`config.mk`:
```
export PLATFORM = sky130hd
export DESIGN_NAME = bkm_ctrl
export DESIGN_NICKNAME = d
export VERILOG_FILES = /design/src/rtl/bkm_ctrl.sv
export SDC_FILE = /design/constraint.sdc
export NUM_CORES = 1
export LEC_CHECK = 0
export CORE_MARGIN = 3
export CORE_UTILIZATION = 40
export CTS_CLUSTER_DIAMETER = 40
export DETAILED_ROUTE_END_ITERATION = 7
export PLACE_DENSITY = 0.83
export SETUP_SLACK_MARGIN = 0.02
export SLEW_MARGIN = 0
export SYNTH_ARGS = -nofsm -noshare
export SYNTH_HDL_FRONTEND = slang
export SYNTH_SLANG_ARGS = --single-unit
```
`constraint.sdc`:
```
create_clock -name clk -period 3.4 [get_ports clk]
set_input_delay 0.68 -clock clk [delete_from_list [all_inputs] [get_ports clk]]
set_output_delay 0.68 -clock clk [all_outputs]
set_load 0.005 [all_outputs]
```
`src/rtl/bkm_ctrl.sv`:
```
// bkm_ctrl: iteration controller for a BKM datapath.
// Loads the initial iterate, runs N issue/capture rounds against an external
// bkm_step stage and presents the final iterate through a valid/ready result port.
// Optional build macro: BKM_CTRL_EARLY_EXIT_EN. When it is defined, a capture
// that returns u==0 and v==0 ends the operation early.
module bkm_ctrl #(
  parameter int W     = 8,
  parameter int N     = 8,
  parameter int LOG2N = 3
) (
  input  logic             clk,
  input  logic             arst,
  input  logic             i_start_valid,
  output logic             o_start_ready,
  input  logic             i_start_mode,
  input  logic [1:0]       i_start_format,
  input  logic [W-1:0]     i_X0,
  input  logic [W-1:0]     i_Y0,
  input  logic [W-1:0]     i_u0,
  input  logic [W-1:0]     i_v0,
  output logic             o_step_ena,
  output logic [LOG2N-1:0] o_step_n,
  output logic             o_step_mode,
  output logic [1:0]       o_step_format,
  output logic [1:0]       o_step_d_x,
  output logic [1:0]       o_step_d_y,
  output logic [W-1:0]     o_step_X,
  output logic [W-1:0]     o_step_Y,
  output logic [W-1:0]     o_step_u,
  output logic [W-1:0]     o_step_v,
  input  logic [W-1:0]     i_step_X_np1,
  input  logic [W-1:0]     i_step_Y_np1,
  input  logic [W-1:0]     i_step_u_np1,
  input  logic [W-1:0]     i_step_v_np1,
  output logic             o_res_valid,
  input  logic             i_res_ready,
  output logic [W-1:0]     o_res_X,
  output logic [W-1:0]     o_res_Y,
  output logic [W-1:0]     o_res_u,
  output logic [W-1:0]     o_res_v,
  output logic             o_busy
);

  typedef enum logic [1:0] {
    S_IDLE    = 2'd0,
    S_ISSUE   = 2'd1,
    S_CAPTURE = 2'd2,
    S_DONE    = 2'd3
  } state_t;

  localparam logic [LOG2N-1:0] LAST_N = LOG2N'(N - 1);

  state_t           r_state;
  logic [LOG2N-1:0] r_n;
  logic             r_mode;
  logic [1:0]       r_format;
  logic [W-1:0]     r_X;
  logic [W-1:0]     r_Y;
  logic [W-1:0]     r_u;
  logic [W-1:0]     r_v;
  logic             r_step_ena;
  logic             r_start_ready;
  logic             r_res_valid;
  logic             r_busy;

  logic             w_accept;
  logic             w_early;
  logic             w_last;

  // Digit from the three MSBs of a two's complement iterate: 00=0, 01=+1, 11=-1.
  function automatic logic [1:0] digit_sel(input logic [2:0] msb3);
    logic [1:0] d;
    case (msb3)
      3'b001, 3'b010, 3'b011: d = 2'b01;
      3'b100, 3'b101, 3'b110: d = 2'b11;
      default:                d = 2'b00;
    endcase
    return d;
  endfunction

  assign w_accept = i_start_valid && r_start_ready;

`ifdef BKM_CTRL_EARLY_EXIT_EN
  assign w_early = (i_step_u_np1 == {W{1'b0}}) && (i_step_v_np1 == {W{1'b0}});
`else
  assign w_early = 1'b0;
`endif

  // The round counter saturates at N-1, so it is never advanced past LAST_N.
  assign w_last = (r_n == LAST_N) || w_early;

  // Main controller: state, iterate, counter and every registered output.
  always_ff @(posedge clk) begin
    if (arst) begin
      r_state       <= S_IDLE;
      r_n           <= {LOG2N{1'b0}};
      r_mode        <= 1'b0;
      r_format      <= 2'b00;
      r_X           <= {W{1'b0}};
      r_Y           <= {W{1'b0}};
      r_u           <= {W{1'b0}};
      r_v           <= {W{1'b0}};
      r_step_ena    <= 1'b0;
      r_start_ready <= 1'b1;
      r_res_valid   <= 1'b0;
      r_busy        <= 1'b0;
    end else begin
      case (r_state)
        S_IDLE: begin
          if (w_accept) begin
            r_mode        <= i_start_mode;
            r_format      <= i_start_format;
            r_X           <= i_X0;
            r_Y           <= i_Y0;
            r_u           <= i_u0;
            r_v           <= i_v0;
            r_n           <= {LOG2N{1'b0}};
            r_step_ena    <= 1'b1;
            r_start_ready <= 1'b0;
            r_busy        <= 1'b1;
            r_state       <= S_ISSUE;
          end else begin
            r_state <= S_IDLE;
          end
        end
        S_ISSUE: begin
          r_step_ena <= 1'b0;
          r_state    <= S_CAPTURE;
        end
        S_CAPTURE: begin
          r_X <= i_step_X_np1;
          r_Y <= i_step_Y_np1;
          r_u <= i_step_u_np1;
          r_v <= i_step_v_np1;
          if (w_last) begin
            r_res_valid <= 1'b1;
            r_state     <= S_DONE;
          end else begin
            r_n        <= r_n + LOG2N'(1);
            r_step_ena <= 1'b1;
            r_state    <= S_ISSUE;
          end
        end
        S_DONE: begin
          // A start arriving now is only seen once start_ready returns in IDLE.
          if (i_res_ready) begin
            r_res_valid   <= 1'b0;
            r_start_ready <= 1'b1;
            r_busy        <= 1'b0;
            r_state       <= S_IDLE;
          end else begin
            r_state <= S_DONE;
          end
        end
        default: begin
          r_step_ena    <= 1'b0;
          r_res_valid   <= 1'b0;
          r_start_ready <= 1'b1;
          r_busy        <= 1'b0;
          r_state       <= S_IDLE;
        end
      endcase
    end
  end

  assign o_start_ready = r_start_ready;
  assign o_busy        = r_busy;
  assign o_step_ena    = r_step_ena;
  assign o_step_n      = r_n;
  assign o_step_mode   = r_mode;
  assign o_step_format = r_format;
  assign o_step_X      = r_X;
  assign o_step_Y      = r_Y;
  assign o_step_u      = r_u;
  assign o_step_v      = r_v;
  assign o_step_d_x    = digit_sel(r_u[W-1 -: 3]);
  assign o_step_d_y    = digit_sel(r_v[W-1 -: 3]);
  assign o_res_valid   = r_res_valid;
  assign o_res_X       = r_X;
  assign o_res_Y       = r_Y;
  assign o_res_u       = r_u;
  assign o_res_v       = r_v;

endmodule

```
; ---- Word level (Yosys, flattened, before mapping)
; Cells that the tools add are included.
; Widths: inputs -> output; s select.
[totals]
ff_bits = 44
latchBits = 0
ramBits = 0
romBits = 0
out_inout_bits = 78
word_cells = 76
memories = 0
[op_classes]
n_addsub = 1
multipliers = 0
div_mod_pow = 0
magnitude_cmp = 0
eq_ne = 20
shift = 0
n_mux = 27
n_bitwise = 0
n_reduce_logical = 16
[op_table]
columns = operator, n
row1 = $pmux 8 s2, 4
row2 = $mux 8, 4
row3 = $eq 3x3->1 const B, 7
row4 = $eq 3x2->1 const B, 4
row5 = $reduce_and 3->1, 4
row6 = $reduce_or 3->1, 4
row7 = $ne 2x2->1 const B, 4
row8 = $pmux 2 s2, 2
row9 = $pmux 2 s4, 1
row10 = $mux 1, 7
row11 = $eq 3x1->1 const B, 2
row12 = $mux 3, 2
row13 = $pmux 1 s2, 3
row14 = $pmux 3 s2, 1
row15 = $reduce_bool 2->1, 3
row16 = $eq 2x2->1 const B, 2
row17 = $mux 2, 2
row18 = $reduce_and 2->1, 2
row19 = $add 3x1->3 const B, 1
row20 = $pmux 1 s3, 1
row21 = $reduce_bool 3->1, 1
row22 = $eq 2x1->1 const B, 1
row23 = $logic_not 2->1, 1
row24 = $logic_and 1x1->1, 1

; ---- Logic depth before layout (Yosys ltp)
; Gate-level depths: netlist of the first run.
[logic_depth]
word_depth = 3
depth_mapped = 5

; ---- Worst setup path after synthesis of the first run
; Ideal clock, no wire load.
[synth_path]
path_kind = input to register
from = in arst
to = reg r_X[0] (netlist: o_res_X[0])
arrival_time_ns = 1.406
slack_ns = 1.848
cell_stages = 3
path_buffers = 2
cell_sequence = clkbuf_1 > clkbuf_1 > a211oi_2
[synth_rtl]
columns = item, line_no
row1 = "start, declared", 12  ; input logic arst,
row2 = "end signal, assigned", 99  ; r_X <= {W{1'b0}};
row3 = "end signal, assigned", 113  ; r_X <= i_X0;
row4 = "end signal, assigned", 131  ; r_X <= i_step_X_np1;
row5 = "end, declared", 57  ; logic [W-1:0] r_X;
; No word-level cell between the ends.

; ---- Worst setup path after layout of the first run
[layout_path]
from = in i_start_valid
to = reg r_v[0] (netlist: o_res_v[0])
[layout_between]
elab_chain_cells = 3
[layout_rtl]
columns = item, line_no
row1 = "start, declared", 13  ; input logic i_start_valid,
row2 = $logic_and 1x1->1, 81  ; assign w_accept = i_start_valid && r_start_ready;
row3 = $ne 2x2->1 (no line), -
row4 = $reduce_and 2->1 (no line), -
row5 = "end signal, assigned", 102  ; r_v <= {W{1'b0}};
row6 = "end signal, assigned", 116  ; r_v <= i_v0;
row7 = "end signal, assigned", 134  ; r_v <= i_step_v_np1;
row8 = "end, declared", 60  ; logic [W-1:0] r_v;
; No other way between the ends.
; A chain may end at the register's enable or synchronous reset.

==> run metrics, run 1 <==
Mapped Nets 328; most frequent cells in the layout 147 x clkdlybuf4s50_1, 44 x dfxtp_1, 43 x a21oi_1; TritonCTS buffer count 5; worst rel slew slack 32.6%; Die Width 84.9 um; post-detail-place hpwl 5030 um; WL per Instance 15.8 um; register share of total power 40.5%; CTS tree done; max cap viols 0; Mapped Area 2490 sq um; Port-buffer cells 148; Core Area 5990 sq um; largest net degree at the start of global routing 37; M1 wire length 2800 um; Worst Tran Pin Value 1010 ps; net load switching power 422 uW; CP Data Required Time 3530 ps; Hold Fails Final Rpt 0; Tightest Hold Check Type register to register; Ant. Diodes 0; antenna violations before repair 0; fin crit period 2190 ps; Synth Register Bits 44; Mapped Cells 254; critical path endpoint o_res_v[0]; post-route DRC violation count 0; status completed; ANT nets after route 0; count of final setup violators 0; fin nets 433; nature of the critical path startpoint input port; setup bufs post-CTS 0; r2r startpoint r_state[1]; Final TNS setup 0 ps; Initial DRC Count 61; met2 WL 3530 um; worst-case clock buffer depth 2; cell leakage power 0.00131 uW; CTS root buffer clkbuf_8; cts repair resizes 0; Final period util 64.3%; met3 wire len 498 um; Post-synth EDFFs 0; Final Max Slew Viols 0; die area 7210 sq um; overall routing resource usage 18.7%; power density cells 402 nW/um^2; first-pass detailed-route iteration total 4; reg2reg path depth 3; worst-path fanout max 32; Comb power frac 33.9%; Starting Density 41.6%; FILL cells 508; Worst Setup SP i_start_valid; Max Fclk 0.457 GHz; internal power 1110 uW; Sink Count 44; RSZ-0062 raised after global routing false; num rows 28; vias per cell 5.20; Ports 149; vias in the first global route 2228; Placer Congestion 0.754; CTS clk-pin slew, worst paths 80 ps; Die Ht 84.9 um; Worst R2R End o_res_u[7]; Hold WS 459 ps; CP arrival 2320 ps; VDD IR max 210 uV; clock skew 6.16 ps; clock share of power 25.6%; via count 2263; Synth Flop Type dfxtp_1; asr flop ratio synth 0%; Syn Area/Cell 9.81 sq um; sequential share of the synthesized area 35.4%; Yosys cell types 31; PnR worst setup slack 1210 ps; CP Capture Type register; htree depth 2; Sw Share 27.5%; CP Class input port to register; clock latency on the worst-skew pair 300 ps; GRT overflow 0; CTS Hold Bufs 0; Setup WS pre-CTS 892 ps; R2R setup slack 1300 ps; Yosys warnings 0; Max Used Layer met4; first-pass GRT wire length 11100 um; Area Overhead vs Synth 53.1%; commonest non-fill, non-tap cell in the layout clkdlybuf4s50_1; Routed WL 6890 um; share of cells above drive strength 1 12.2%
## worst min path at each step
stage / from / to / slack [ps] / cells after the start
after floorplan: o_step_format[0] / o_step_format[0] / 450 / 2
after global placement: o_step_format[0] / o_step_format[0] / 440 / 2
after detailed placement: o_step_mode / o_step_mode / 450 / 2
after CTS: o_step_mode / o_step_mode / 460 / 2
after global routing: o_step_format[0] / o_step_format[0] / 480 / 2
final: o_step_format[0] / o_step_format[0] / 460 / 2
## state kept, by name, summed over array words and instances (netlist names)
signal         cells
o_start_ready      1
o_res_Y            8
o_res_u            8
r_state            2
o_res_valid        1
o_step_n           3
o_step_format      2
o_res_v            8
o_step_ena         1
o_busy             1
o_step_mode        1
o_res_X            8
## power groups by stage
stage / sequential, uW / clock (uW) / combinational, uW
3_5_place_dp: 633 / 0 / 525
5_1_grt: 632 / 426 / 560
2_1_floorplan: 626 / 0 / 277
4_1_cts: 621 / 401 / 526
6_report: 622 / 393 / 519
3_3_place_gp: 632 / 0 / 511
## per-layer routing
metal	vias up	GRT usage (%)
li1	1097	-
met1	1069	23.2
met2	90	32.7
met3	7	4.08
met4	0	4.75
met5	-	0
## through the flow
| step | total power (uW) | area [sq um] | utilization (%) | instances |
|---|---|---|---|---|
| CTS | 1550 | 3810 | 63.7 | 435 |
| global placement | 1140 | 3710 | 61.9 | 427 |
| global route | 1620 | 3810 | 63.7 | 435 |
| finish | 1530 | 3810 | 63.7 | 435 |
| detailed placement | 1160 | 3710 | 61.9 | 427 |
| floorplan | 903 | 2490 | - | 254 |
## cells in the mapped netlist, types with 2 or more instances
master	n	area, sq um
nand2b_1	2	12.5
a21boi_0	2	15.0
nor3_1	2	10.0
buf_2	4	20.0
nand3_1	5	25.0
mux2i_1	33	330
a211oi_1	2	15.0
and3_1	2	12.5
o21ai_0	2	10.0
a21oi_1	43	215
buf_6	7	78.8
ha_1	3	37.5
clkbuf_1	8	30.0
inv_1	2	7.51
nor2_1	5	18.8
buf_4	33	248
a211oi_2	30	375
nand2_1	12	45.0
dfxtp_1	44	881
and2_1	2	12.5
## cell type report
| cell class | count | area, sq um | area share (%) |
|---|---|---|---|
| clock buffers | 6 | 72.6 | 1.90 |
| clock inverters | 2 | 35.0 | 0.919 |
| inverters | 2 | 7.51 | 0.197 |
| multi-input cells | 155 | 1220 | 32.1 |
| flip-flops and latches | 44 | 881 | 23.1 |
| well taps | 75 | 93.8 | 2.46 |
| repair buffers | 151 | 1500 | 39.3 |
## logic make-up (layout without fill, tap and decap cells)
logic type | count (synthesis) | after routing | share of synthesized area [%]
compound gates | 84 | 84 | 26.9
fa+ha+maj | 3 | 3 | 1.51
buf+inv | 55 | 161 | 15.6
flops | 44 | 44 | 35.4
mux | 33 | 33 | 13.3
simple gates | 35 | 35 | 7.38
## worst max-delay path: stages
cell,delay [ps]
clkdlybuf4s50_1,550
a21o_1,150
and2_2,760
a211oi_1,160
Note: power is estimated with default switching activity, not from simulation.
==> run 2: changes to the inputs <==
CORE_UTILIZATION = 34   (was 40)
PLACE_DENSITY = 0.75   (was 0.83)
clock period = 1.9 ns   (was 3.4 ns; I/O delays follow)
==> run 2 against run 1 <==
Against the previous run:
- cell count grew 6.4%
- sequential share of layout area decreased by 0.58 points
- first-iteration DRC count is 39% lower
- design area rose by 2.9%
- critical path depth fell by 1
- die area is 16% higher
- clock power rose by 39%
- clock-buffer cell count did not move
- flip-flop and latch count unchanged
- combinational power up 86%
- sequential power rose by 78%
- via count is 1.3% lower
- critical endpoint is now o_step_d_x[0]
==> run metrics, run 2 (synthesized netlist as in run 1, its figures left out) <==
status completed (unchanged); worst rel slew slack 70.3% (was 32.6%); CP arrival 1440 ps (was 2320 ps); CTS root buffer clkbuf_8 (unchanged); Core Area 6940 sq um (was 5990 sq um); TritonCTS buffer count 5 (unchanged); overall routing resource usage 15.7% (was 18.7%); first-pass GRT wire length 10800 um (was 11100 um); max cap viols 0 (unchanged); CP Class register to primary output (was input port to register); Ports 149 (unchanged); num rows 30 (was 28); vias per cell 4.83 (was 5.20); power density cells 668 nW/um^2 (was 402 nW/um^2); CTS tree done (unchanged); CTS Hold Bufs 0 (unchanged); Comb power frac 36.9% (was 33.9%); largest net degree at the start of global routing 28 (was 37); Area Overhead vs Synth 57.5% (was 53.1%); WL per Instance 14.8 um (was 15.8 um); Placer Congestion 0.763 (was 0.754); Hold Fails Final Rpt 0 (unchanged); Port-buffer cells 148 (unchanged); count of final setup violators 0 (unchanged); Final TNS setup 0 ps (unchanged); nature of the critical path startpoint register (was input port); die area 8390 sq um (was 7210 sq um); Worst Tran Pin Value 445 ps (was 1010 ps); FILL cells 623 (was 508); commonest non-fill, non-tap cell in the layout clkdlybuf4s50_1 (unchanged); Max Fclk 0.549 GHz; VDD IR max 338 uV (was 210 uV); htree depth 2 (unchanged); ANT nets after route 0 (unchanged); total power 2620 uW (was 1530 uW); cell leakage power 0.00135 uW (was 0.00131 uW); setup bufs post-CTS 0 (unchanged); clock skew 3.69 ps (was 6.16 ps); cts repair resizes 0 (unchanged); register share of total power 42.2% (was 40.5%); clock latency on the worst-skew pair 290 ps (was 300 ps); antenna violations before repair 0 (unchanged); internal power 1880 uW (was 1110 uW); Final Max Slew Viols 0 (unchanged); CTS clk-pin slew, worst paths 80 ps (about the same); clock share of power 20.9% (was 25.6%); Starting Density 35.9% (was 41.6%); CP Data Required Time 1520 ps (was 3530 ps); Routed WL 6840 um (was 6890 um); Initial DRC Count 37 (was 61); RSZ-0062 raised after global routing false (unchanged); first-pass detailed-route iteration total 4 (unchanged); most frequent cells in the layout 147 x clkdlybuf4s50_1, 43 x a21oi_1, 42 x dfxtp_1 (was 147 x clkdlybuf4s50_1, 44 x dfxtp_1, 43 x a21oi_1); Sw Share 28.3% (was 27.5%); share of cells above drive strength 1 14.4% (was 12.2%); Final period util 95.8%; worst-case clock buffer depth 2 (unchanged); fin nets 441 (was 433); Sink Count 44 (unchanged); Die Ht 91.6 um (was 84.9 um); vias in the first global route 2180 (was 2228); worst-path fanout max 6 (was 32); post-route DRC violation count 0 (unchanged); via count 2234 (was 2263); GRT overflow 0 (unchanged); net load switching power 742 uW (was 422 uW); fin crit period 1820 ps; post-detail-place hpwl 5210 um (was 5030 um); Hold WS 456 ps (was 459 ps); CP Capture Type primary output (was register); Ant. Diodes 0 (unchanged); Tightest Hold Check Type register to register (unchanged); Die Width 91.6 um (was 84.9 um)
-- run 2: path summary, 6_finish.rpt --
path	startpoint	endpoint	slack, ps	depth (start not counted)
setup / recovery	o_res_u[6]	o_step_d_x[0]	80	3
hold / removal	o_step_format[0]	o_step_format[0]	460	2
setup reg to reg	o_step_n[0]	o_step_n[2]	450	5
hold reg to reg	o_step_format[0]	o_step_format[0]	460	2
-- run 2: final cells by class --
class | count | area, sq um | area share [%]
inverters | 2 | 7.51 | 0.191
flip-flops and latches | 44 | 883 | 22.5
well taps | 96 | 120 | 3.06
clock inverters | 1 | 5.00 | 0.128
clock buffers | 6 | 72.6 | 1.85
repair buffers | 159 | 1610 | 41.0
multi-input cells | 155 | 1220 | 31.2
-- run 2: power groups by stage --
stage	logic [uW]	registers [uW]	clock network [uW]
CTS	980	1110	575
global placement	956	1130	0
floorplan	496	1120	0
global route	1040	1120	603
finish	966	1110	548
detailed placement	978	1130	0
-- run 2: through the flow --
step	setup slack (ps)	utilization [%]	std cells	instance area, sq um
floorplan	530	-	254	2490
global placement	154	55.3	456	3840
detailed placement	131	55.3	456	3840
CTS	64.4	56.5	463	3920
global route	20.7	56.5	463	3920
finish	80.0	56.5	463	3920
-- run 2: per-layer routing --
layer / up-vias / global-route usage, % / wire [um]
li1: 1111 / - / -
met1: 1033 / 18.5 / 2790
met2: 83 / 27.8 / 3430
met3: 7 / 4.39 / 551
met4: 0 / 4.15 / 59
met5: - / 0 / 0
-- run 2: worst max-delay path: stages, from the launching register on --
cell	delay, ps
dfxtp_1	360
and3_1	190
nor2_1	100
clkdlybuf4s50_1	500
==> run 3: changes to the inputs <==
CORE_UTILIZATION = 38   (was 34)
PLACE_DENSITY = 0.79   (was 0.75)
RECOVER_POWER = 100   (was default)
SLEW_MARGIN = 25   (was 0)
clock period = 1.88 ns   (was 1.9 ns; I/O delays follow)
==> run 3 against run 2 <==
Against the previous run:
- critical path depth unchanged
- clock-buffer cell count increased by 2
- via count increased by 1.2%
- combinational power decreased by 6.6%
- design area decreased by 1.5%
- routed wire length about the same
- clock power increased by 8.9%
- power decreased by 0.25%
==> run metrics, run 3 (synthesized netlist as in run 1, its figures left out) <==
status completed (unchanged); TritonCTS buffer count 5 (unchanged); clock latency on the worst-skew pair 280 ps (was 290 ps); cell leakage power 0.00152 uW (was 0.00135 uW); worst-path fanout max 6 (unchanged); Hold WS 439 ps (was 456 ps); num rows 28 (was 30); Port-buffer cells 148 (unchanged); Final Max Slew Viols 0 (unchanged); htree depth 2 (unchanged); CP arrival 1420 ps (was 1440 ps); vias in the first global route 2208 (was 2180); CP Data Required Time 1500 ps (was 1520 ps); first-pass GRT wire length 10800 um (about the same); CTS tree done (unchanged); power density cells 677 nW/um^2 (was 668 nW/um^2); die area 7560 sq um (was 8390 sq um); Final TNS setup 0 ps (unchanged); Routed WL 6840 um (about the same); count of final setup violators 0 (unchanged); overall routing resource usage 17.5% (was 15.7%); Placer Congestion 0.782 (was 0.763); WL per Instance 15.4 um (was 14.8 um); FILL cells 534 (was 623); CTS clk-pin slew, worst paths 80 ps (about the same); CP Class register to primary output (unchanged); cell count after placement 435 (was 456); Area Overhead vs Synth 55.1% (was 57.5%); first-pass detailed-route iteration total 4 (unchanged); Starting Density 40.6% (was 35.9%); reg2reg path depth 4 (was 5); antenna violations before repair 0 (unchanged); VDD IR max 573 uV (was 338 uV); fin nets 441 (unchanged); GRT overflow 0 (unchanged); Hold Fails Final Rpt 0 (unchanged); DP Area 3790 sq um (was 3840 sq um); ANT nets after route 0 (unchanged); Final period util 95.7%; commonest non-fill, non-tap cell in the layout clkdlybuf4s50_1 (unchanged); setup bufs post-CTS 0 (unchanged); clock skew 2.44 ps (was 3.69 ps); Worst Tran Pin Value 772 ps (was 445 ps); post-detail-place hpwl 5190 um (was 5210 um); Tightest Hold Check Type input port to register (was register to register); Core Area 6130 sq um (was 6940 sq um); final std cells w/o fill 443 (was 463); Die Ht 87.0 um (was 91.6 um); Design Area, Final 3860 sq um (was 3920 sq um); worst rel slew slack 48.5% (was 70.3%); most frequent cells in the layout 74 x clkdlybuf4s50_1, 72 x dlygate4sd3_1, 43 x a21oi_1, 43 x dfxtp_1, 33 x mux2i_1 (was 147 x clkdlybuf4s50_1, 43 x a21oi_1, 42 x dfxtp_1); CTS root buffer clkbuf_8 (unchanged); Max Fclk 0.556 GHz; RSZ-0062 raised after global routing true (was false); post-route DRC violation count 0 (unchanged); total power 2610 uW (was 2620 uW); worst hold stages 2 (unchanged); Die Width 87.0 um (was 91.6 um); Ant. Diodes 0 (unchanged); Initial DRC Count 82 (was 37); fin crit period 1800 ps; CP Capture Type primary output (unchanged); nature of the critical path startpoint register (unchanged); max cap viols 0 (unchanged); Ports 149 (unchanged); worst-case clock buffer depth 2 (unchanged); Sink Count 44 (unchanged); via count 2260 (was 2234); largest net degree at the start of global routing 37 (was 28); vias per cell 5.10 (was 4.83); share of cells above drive strength 1 13.0% (was 14.4%)
-- run 3: path summary, 6_finish.rpt --
path                                         end             start  slack (ps)
worst min register to register  o_step_format[1]  o_step_format[1]         460
worst max-delay path               o_step_d_y[0]        o_res_v[7]          80
worst min-delay path                  r_state[0]              arst         440
worst max register to register        o_step_ena        r_state[0]         220
-- run 3: timing repair --
action,in CTS,in global routing
gates resized for setup,0,5
hold buffers,0,0
endpoints found under the hold margin,0,0
endpoints found under the setup margin,0,3
-- run 3: through the flow --
stage	worst slack, ps	utilization (%)
after floorplan	510	-
after global placement	179	61.8
after detailed placement	186	61.8
after CTS	35.6	63.3
after global routing	21.5	63.0
final	80.4	63.0
-- run 3: layer usage --
metal	part of all wire [%]	global-route usage, %
met1	41	21.1
met2	51	31.1
met3	7.6	4.26
met4	0.70	3.97
met5	0	0
-- run 3: area by class of cell --
cell class | count | area (sq um) | share of cell area (%)
repair buffers | 159 | 1580 | 40.9
multi-input cells | 155 | 1210 | 31.3
flip-flops and latches | 44 | 882 | 22.8
well taps | 75 | 93.8 | 2.43
clock buffers | 8 | 90.1 | 2.33
inverters | 2 | 7.51 | 0.194
-- run 3: power by group --
group | total (uW) | switching, uW | internal (uW) | leakage [uW]
Sequential | 1120 | 85.0 | 1030 | 0.000364
Clock | 597 | 297 | 300 | 0.0000455
Combinational | 902 | 355 | 546 | 0.00111
-- run 3: worst max-delay path: stages, from the launching register on --
cell,delay [ps]
dfxtp_2,350
and3_1,180
nor2_1,90
clkdlybuf4s50_1,520
